<file path="config.mk">
export PLATFORM = sky130hd
export DESIGN_NAME = spi_master_ctrl
export DESIGN_NICKNAME = d
export VERILOG_FILES = /design/src/rtl/spi_master_ctrl.sv
export SDC_FILE = /design/constraint.sdc
export NUM_CORES = 1
export LEC_CHECK = 0
export CAP_MARGIN = 20
export CORE_ASPECT_RATIO = 0.9
export CORE_UTILIZATION = 30
export DETAILED_ROUTE_END_ITERATION = 7
export SLEW_MARGIN = 20
export SYNTH_ARGS = -nofsm -noshare
export SYNTH_HDL_FRONTEND = slang
export SYNTH_SLANG_ARGS = --single-unit
</file>
<file path="constraint.sdc">
create_clock -name clk -period 1.75 [get_ports clk]
set_input_delay 0.35 -clock clk [delete_from_list [all_inputs] [get_ports clk]]
set_output_delay 0.35 -clock clk [all_outputs]
set_load 0.05 [all_outputs]
</file>
<file path="src/rtl/spi_master_ctrl.sv">
// SPI frame sequencer: pre-LOAD, W full-duplex bits MSB first, post-LOAD.
// Every output is a flop loaded from the next-state decode, so pins change only on clk.
module spi_master_ctrl #(
    parameter int W   = 15,
    parameter int DIV = 4
) (
    input  logic         clk,
    input  logic         clr,
    input  logic         st,
    input  logic [W-1:0] DI,
    output logic [W-1:0] DO,
    output logic         busy,
    output logic         done,
    output logic         SCLK,
    output logic         MOSI,
    output logic         LOAD,
    input  logic         MISO
);

    localparam int HW = (DIV > 1) ? $clog2(DIV) : 1;
    localparam int BW = $clog2(W);
    localparam logic [HW-1:0] HC_LAST = HW'(DIV - 1);
    localparam logic [BW-1:0] BC_LAST = BW'(W - 1);

    typedef enum logic [2:0] {IDLE, PRE, SHL, SHH, POST, FIN} state_t;

    state_t         state, state_n;
    logic [HW-1:0]  hc, hc_n;
    logic [BW-1:0]  bc, bc_n;
    logic [W-1:0]   tx_sr, tx_n;
    logic [W-1:0]   rx_sr, rx_n;
    logic [W-1:0]   do_n;
    logic           hc_last;

    assign hc_last = (hc == HC_LAST);

    // NOTE: every variable gets a default before the case, so no path can infer a latch.
    always_comb begin
        state_n = state;
        hc_n    = hc;
        bc_n    = bc;
        tx_n    = tx_sr;
        rx_n    = rx_sr;
        do_n    = DO;
        unique case (state)
            IDLE, FIN: begin
                // A start seen during FIN chains the next frame with no idle gap.
                if (st) begin
                    tx_n    = DI;
                    rx_n    = '0;
                    hc_n    = '0;
                    bc_n    = '0;
                    state_n = PRE;
                end else begin
                    state_n = IDLE;
                end
            end
            PRE: begin
                hc_n = hc + 1'b1;
                if (hc_last) begin
                    hc_n    = '0;
                    state_n = SHL;
                end
            end
            SHL: begin
                hc_n = hc + 1'b1;
                if (hc_last) begin
                    hc_n    = '0;
                    rx_n    = {rx_sr[W-2:0], MISO};
                    state_n = SHH;
                end
            end
            SHH: begin
                hc_n = hc + 1'b1;
                if (hc_last) begin
                    hc_n = '0;
                    tx_n = {tx_sr[W-2:0], 1'b0};
                    if (bc == BC_LAST) begin
                        bc_n    = '0;
                        state_n = POST;
                    end else begin
                        bc_n    = bc + 1'b1;
                        state_n = SHL;
                    end
                end
            end
            POST: begin
                hc_n = hc + 1'b1;
                if (hc_last) begin
                    hc_n    = '0;
                    do_n    = rx_sr;
                    state_n = FIN;
                end
            end
            default: state_n = IDLE;
        endcase
    end

    // NOTE: sequential state uses non-blocking assignments only; clr wins over everything.
    always_ff @(posedge clk) begin
        if (clr) begin
            state <= IDLE;
            hc    <= '0;
            bc    <= '0;
            tx_sr <= '0;
            rx_sr <= '0;
            DO    <= '0;
            busy  <= 1'b0;
            done  <= 1'b0;
            SCLK  <= 1'b0;
            MOSI  <= 1'b0;
            LOAD  <= 1'b0;
        end else begin
            state <= state_n;
            hc    <= hc_n;
            bc    <= bc_n;
            tx_sr <= tx_n;
            rx_sr <= rx_n;
            DO    <= do_n;
            busy  <= (state_n == PRE) || (state_n == SHL) || (state_n == SHH) || (state_n == POST);
            done  <= (state_n == FIN);
            SCLK  <= (state_n == SHH);
            LOAD  <= (state_n == PRE) || (state_n == POST);
            // MOSI only moves on the SHH->SHL edge, i.e. while SCLK is low.
            MOSI  <= ((state_n == SHL) || (state_n == SHH)) ? tx_n[W-1] : 1'b0;
        end
    end

endmodule
</file>
==> out/summary.json <==
{
  "outcome": {"value": "completed"},
  "crit_arrival": {"value": 1.89, "unit": "ns"},
  "synthDominantCellAreaShare": {"value": 0.465},
  "total_power": {"value": 2.74, "unit": "mW"},
  "syn-mean-instance-area": {"value": 8.46, "unit": "µm²"},
  "post_synth_num_cell_types": {"value": 49},
  "layout-drive-gt1-share": {"value": 0.206},
  "path_clk_slew": {"value": 0.06, "unit": "ns"},
  "area_of_combinational_cells_with_multiple_inputs": {"value": 0.00122, "unit": "mm²"},
  "global_route.usage.total": {"value": 0.144},
  "synthMostInstantiatedCell": {"value": "sky130_fd_sc_hd__nand2_1"},
  "nNetsFinal": {"value": 373},
  "synth_area_leaders": {"value": "sky130_fd_sc_hd__dfxtp_1 (47%), sky130_fd_sc_hd__a21oi_1 (9.9%), sky130_fd_sc_hd__nand2_1 (9.3%), sky130_fd_sc_hd__nand3_1 (4.1%), sky130_fd_sc_hd__a22oi_1 (3.6%)"},
  "yosys_register_bits": {"value": 59},
  "synth-edff-count": {"value": 0},
  "worstPathCellList": {"value": "ha_2 > and4b_1 > a22oi_2 > or3_4 > a211oi_2"},
  "syn_area": {"value": 0.00254, "unit": "mm²"},
  "async_reset_ff_frac": {"value": 0},
  "synth_sequential_area_ratio": {"value": 0.465},
  "clockRootBuffer": {"value": "sky130_fd_sc_hd__clkbuf_8"},
  "nets_in_the_synthesized_netlist": {"value": 323},
  "cp-end-kind": {"value": "flop"},
  "detailed_route_iter0_violations": {"value": 70},
  "timing.final.max_slew_violations": {"value": 0},
  "timing.critical_path.max_delay_family": {"value": "simple AND/OR/NAND/NOR gates"},
  "synthToLayoutAreaGrowth": {"value": 28.2, "unit": "%"},
  "initial_antenna_violation_count": {"value": 0},
  "path_max_fanout": {"value": 6},
  "timing.max_slew.rel_slack": {"value": 0.728},
  "drt_wl_total": {"value": 5820, "unit": "µm"},
  "placed_cells": {"value": 438},
  "finClkSkew": {"value": 0.00662, "unit": "ns"},
  "cp.buffers_inverters": {"value": 0},
  "max_slew.worst_pin.slew": {"value": 0.408, "unit": "ns"},
  "cp_slowest_cell": {"value": "sky130_fd_sc_hd__dfxtp_1"},
  "wire_length_of_the_first_global_routing_pass": {"value": 9760, "unit": "µm"},
  "max_cap_violations": {"value": 0},
  "critical_path_required": {"value": 2.00, "unit": "ns"},
  "place.detailed.hpwl": {"value": 4100, "unit": "µm"},
  "ctsLongestPathBuffers": {"value": 2},
  "yosys_warnings": {"value": 0},
  "synthDominantAreaCellType": {"value": "sky130_fd_sc_hd__dfxtp_1"},
  "core": {"value": 0.00811, "unit": "mm²"},
  "global_placer_s_final_weighted_congestion": {"value": 0.779},
  "initial_cell_density_of_the_core": {"value": 0.313},
  "yosys-top-cells-count": {"value": "sky130_fd_sc_hd__nand2_1 (63), sky130_fd_sc_hd__dfxtp_1 (59), sky130_fd_sc_hd__a21oi_1 (50)"},
  "vias": {"value": 2232},
  "max_clock_freq": {"value": 0.612, "unit": "GHz"},
  "num_io_pins": {"value": 39},
  "dr.pass1.iters": {"value": 4},
  "tritoncts": {"value": "built"},
  "worst_hold_path_type": {"value": "reg -> reg"},
  "cts-hold-fix-buffers": {"value": 0},
  "timing.critical_path.slowest_cell_delay": {"value": 0.43, "unit": "ns"},
  "cellLeakagePower": {"value": 1.19, "unit": "nW"},
  "cts-htree-levels": {"value": 3},
  "clock_sinks": {"value": 59},
  "globalRouteOverflowTotal": {"value": 0},
  "worst-setup-path-type": {"value": "reg -> reg"},
  "detail_route.vias_per_cell": {"value": 4.93},
  "number_of_setup_violations_in_the_final_report": {"value": 0},
  "postRouteAntennaNets": {"value": 0},
  "avg_wl_per_cell": {"value": 12.9, "unit": "µm"},
  "post-route-min-period": {"value": 1.63, "unit": "ns"},
  "cts_buffers": {"value": 9},
  "clkLatencyLatePin": {"value": 0.33, "unit": "ns"},
  "rsz0062_at_grt": {"value": "false"},
  "numPortBuffers": {"value": 38},
  "critPathLaunchType": {"value": "flop"},
  "synth_flop_cell": {"value": "sky130_fd_sc_hd__dfxtp_1"},
  "fin_crit_sh": {"value": 0.934},
  "die_area": {"value": 0.00883, "unit": "mm²"},
  "syn-instance-count": {"value": 300},
  "final-seq-area": {"value": 0.00118, "unit": "mm²"},
  "maximum_vdd_drop": {"value": 391, "unit": "µV"},
  "nFillCells": {"value": 822},
  "drc": {"value": 0},
  "via_count_of_the_first_global_routing_pass": {"value": 2110},
  "power_density": {"value": 843, "unit": "mW/mm²"},
  "die_y": {"value": 89.3, "unit": "µm"},
  "maximum_number_of_pins_on_one_net_before_global_route_repair": {"value": 29},
  "rows": {"value": 31},
  "die_w": {"value": 98.9, "unit": "µm"},
  "finalHoldViolations": {"value": 0},
  "insertedDiodeCount": {"value": 0},
  "layout.cells.non_filler": {"value": 453}
}
worst reg2reg max path, stage by stage, from the launching register on:
cell	delay, ns
sky130_fd_sc_hd__dfxtp_1	0.43
sky130_fd_sc_hd__ha_2	0.25
sky130_fd_sc_hd__and4b_1	0.26
sky130_fd_sc_hd__a22oi_2	0.11
sky130_fd_sc_hd__or3_4	0.35
sky130_fd_sc_hd__a211oi_2	0.17
where the power goes:
group	internal, mW	switching, mW
clock	0.617	0.483
combinational	0.122	0.123
sequential	1.37	0.0237
flip-flops by register name (all words and copies together), names as in the netlist, 2 cells and up:
register	count
DO	15
bc	4
hc	2
rx_sr	15
state	3
tx_sr	15
final cells by class:
| cell class | instances | area share |
|---|---|---|
| tap | 99 | 0.0381 |
| sequential | 59 | 0.363 |
| timing repair buffer | 63 | 0.167 |
| inverter | 2 | 0.00231 |
| multi-input combinational | 215 | 0.374 |
| clock inverter | 2 | 0.00308 |
| clock buffer | 13 | 0.0519 |
cell usage in the layout (no fill, tap or decap), types with 4 or more instances in the layout:
cell type,count
sky130_fd_sc_hd__and3_1,5
sky130_fd_sc_hd__nand3b_1,4
sky130_fd_sc_hd__a22oi_1,12
sky130_fd_sc_hd__clkbuf_8,12
sky130_fd_sc_hd__nand2_1,63
sky130_fd_sc_hd__buf_4,43
sky130_fd_sc_hd__nand3_1,21
sky130_fd_sc_hd__nor2_1,11
sky130_fd_sc_hd__dfxtp_1,58
sky130_fd_sc_hd__nor3_1,4
sky130_fd_sc_hd__clkdlybuf4s50_1,18
sky130_fd_sc_hd__nand2b_1,4
sky130_fd_sc_hd__a21oi_1,50
metal layers:
metal | vias up | GRT usage | part of all wire | wire length, µm
met3 | 9 | 0.0555 | 0.045 | 261
met4 | 0 | 0.0706 | 0.019 | 110
li1 | 1152 | - | - | -
met2 | 37 | 0.235 | 0.47 | 2710
met5 | - | 0 | 0 | 0
met1 | 1034 | 0.168 | 0.47 | 2740
metrics by stage:
step | instance area [µm²] | hold slack (ns) | setup slack (ns) | setup TNS [ns] | util
6_report | 3250 | 0.455 | 0.115 | 0 | 0.401
5_1_grt | 3250 | 0.476 | 0.0109 | 0 | 0.401
3_3_place_gp | 3060 | 0.444 | -0.124 | -3.71 | 0.378
3_5_place_dp | 3060 | 0.447 | -0.191 | -6.13 | 0.378
2_1_floorplan | 2540 | 0.432 | 0.128 | 0 | -
4_1_cts | 3240 | 0.456 | 0.0806 | 0 | 0.400
final timing paths:
check	end	slack [ns]	cells past startpoint	startpoint
max	LOAD	0.12	5	hc[0]
min	DO[0]	0.45	2	DO[0]
max reg2reg	LOAD	0.12	5	hc[0]
min reg2reg	DO[0]	0.45	2	DO[0]
cell families after synthesis:
logic type	count (synthesis)	synth area share
flip-flops	59	0.465
multiplexers	2	0.00838
AO/OA/AOI/OAI	82	0.203
adder cells (fa/ha/maj)	4	0.0197
AND/OR/NAND/NOR	126	0.241
buffers and inverters	26	0.0587
XOR/XNOR	1	0.00345
timing repair:
action	in CTS	in global routing
buffers inserted	0	0
setup endpoints to repair	0	3
resized for setup	0	4
Note: power is estimated with default switching activity, not from simulation.
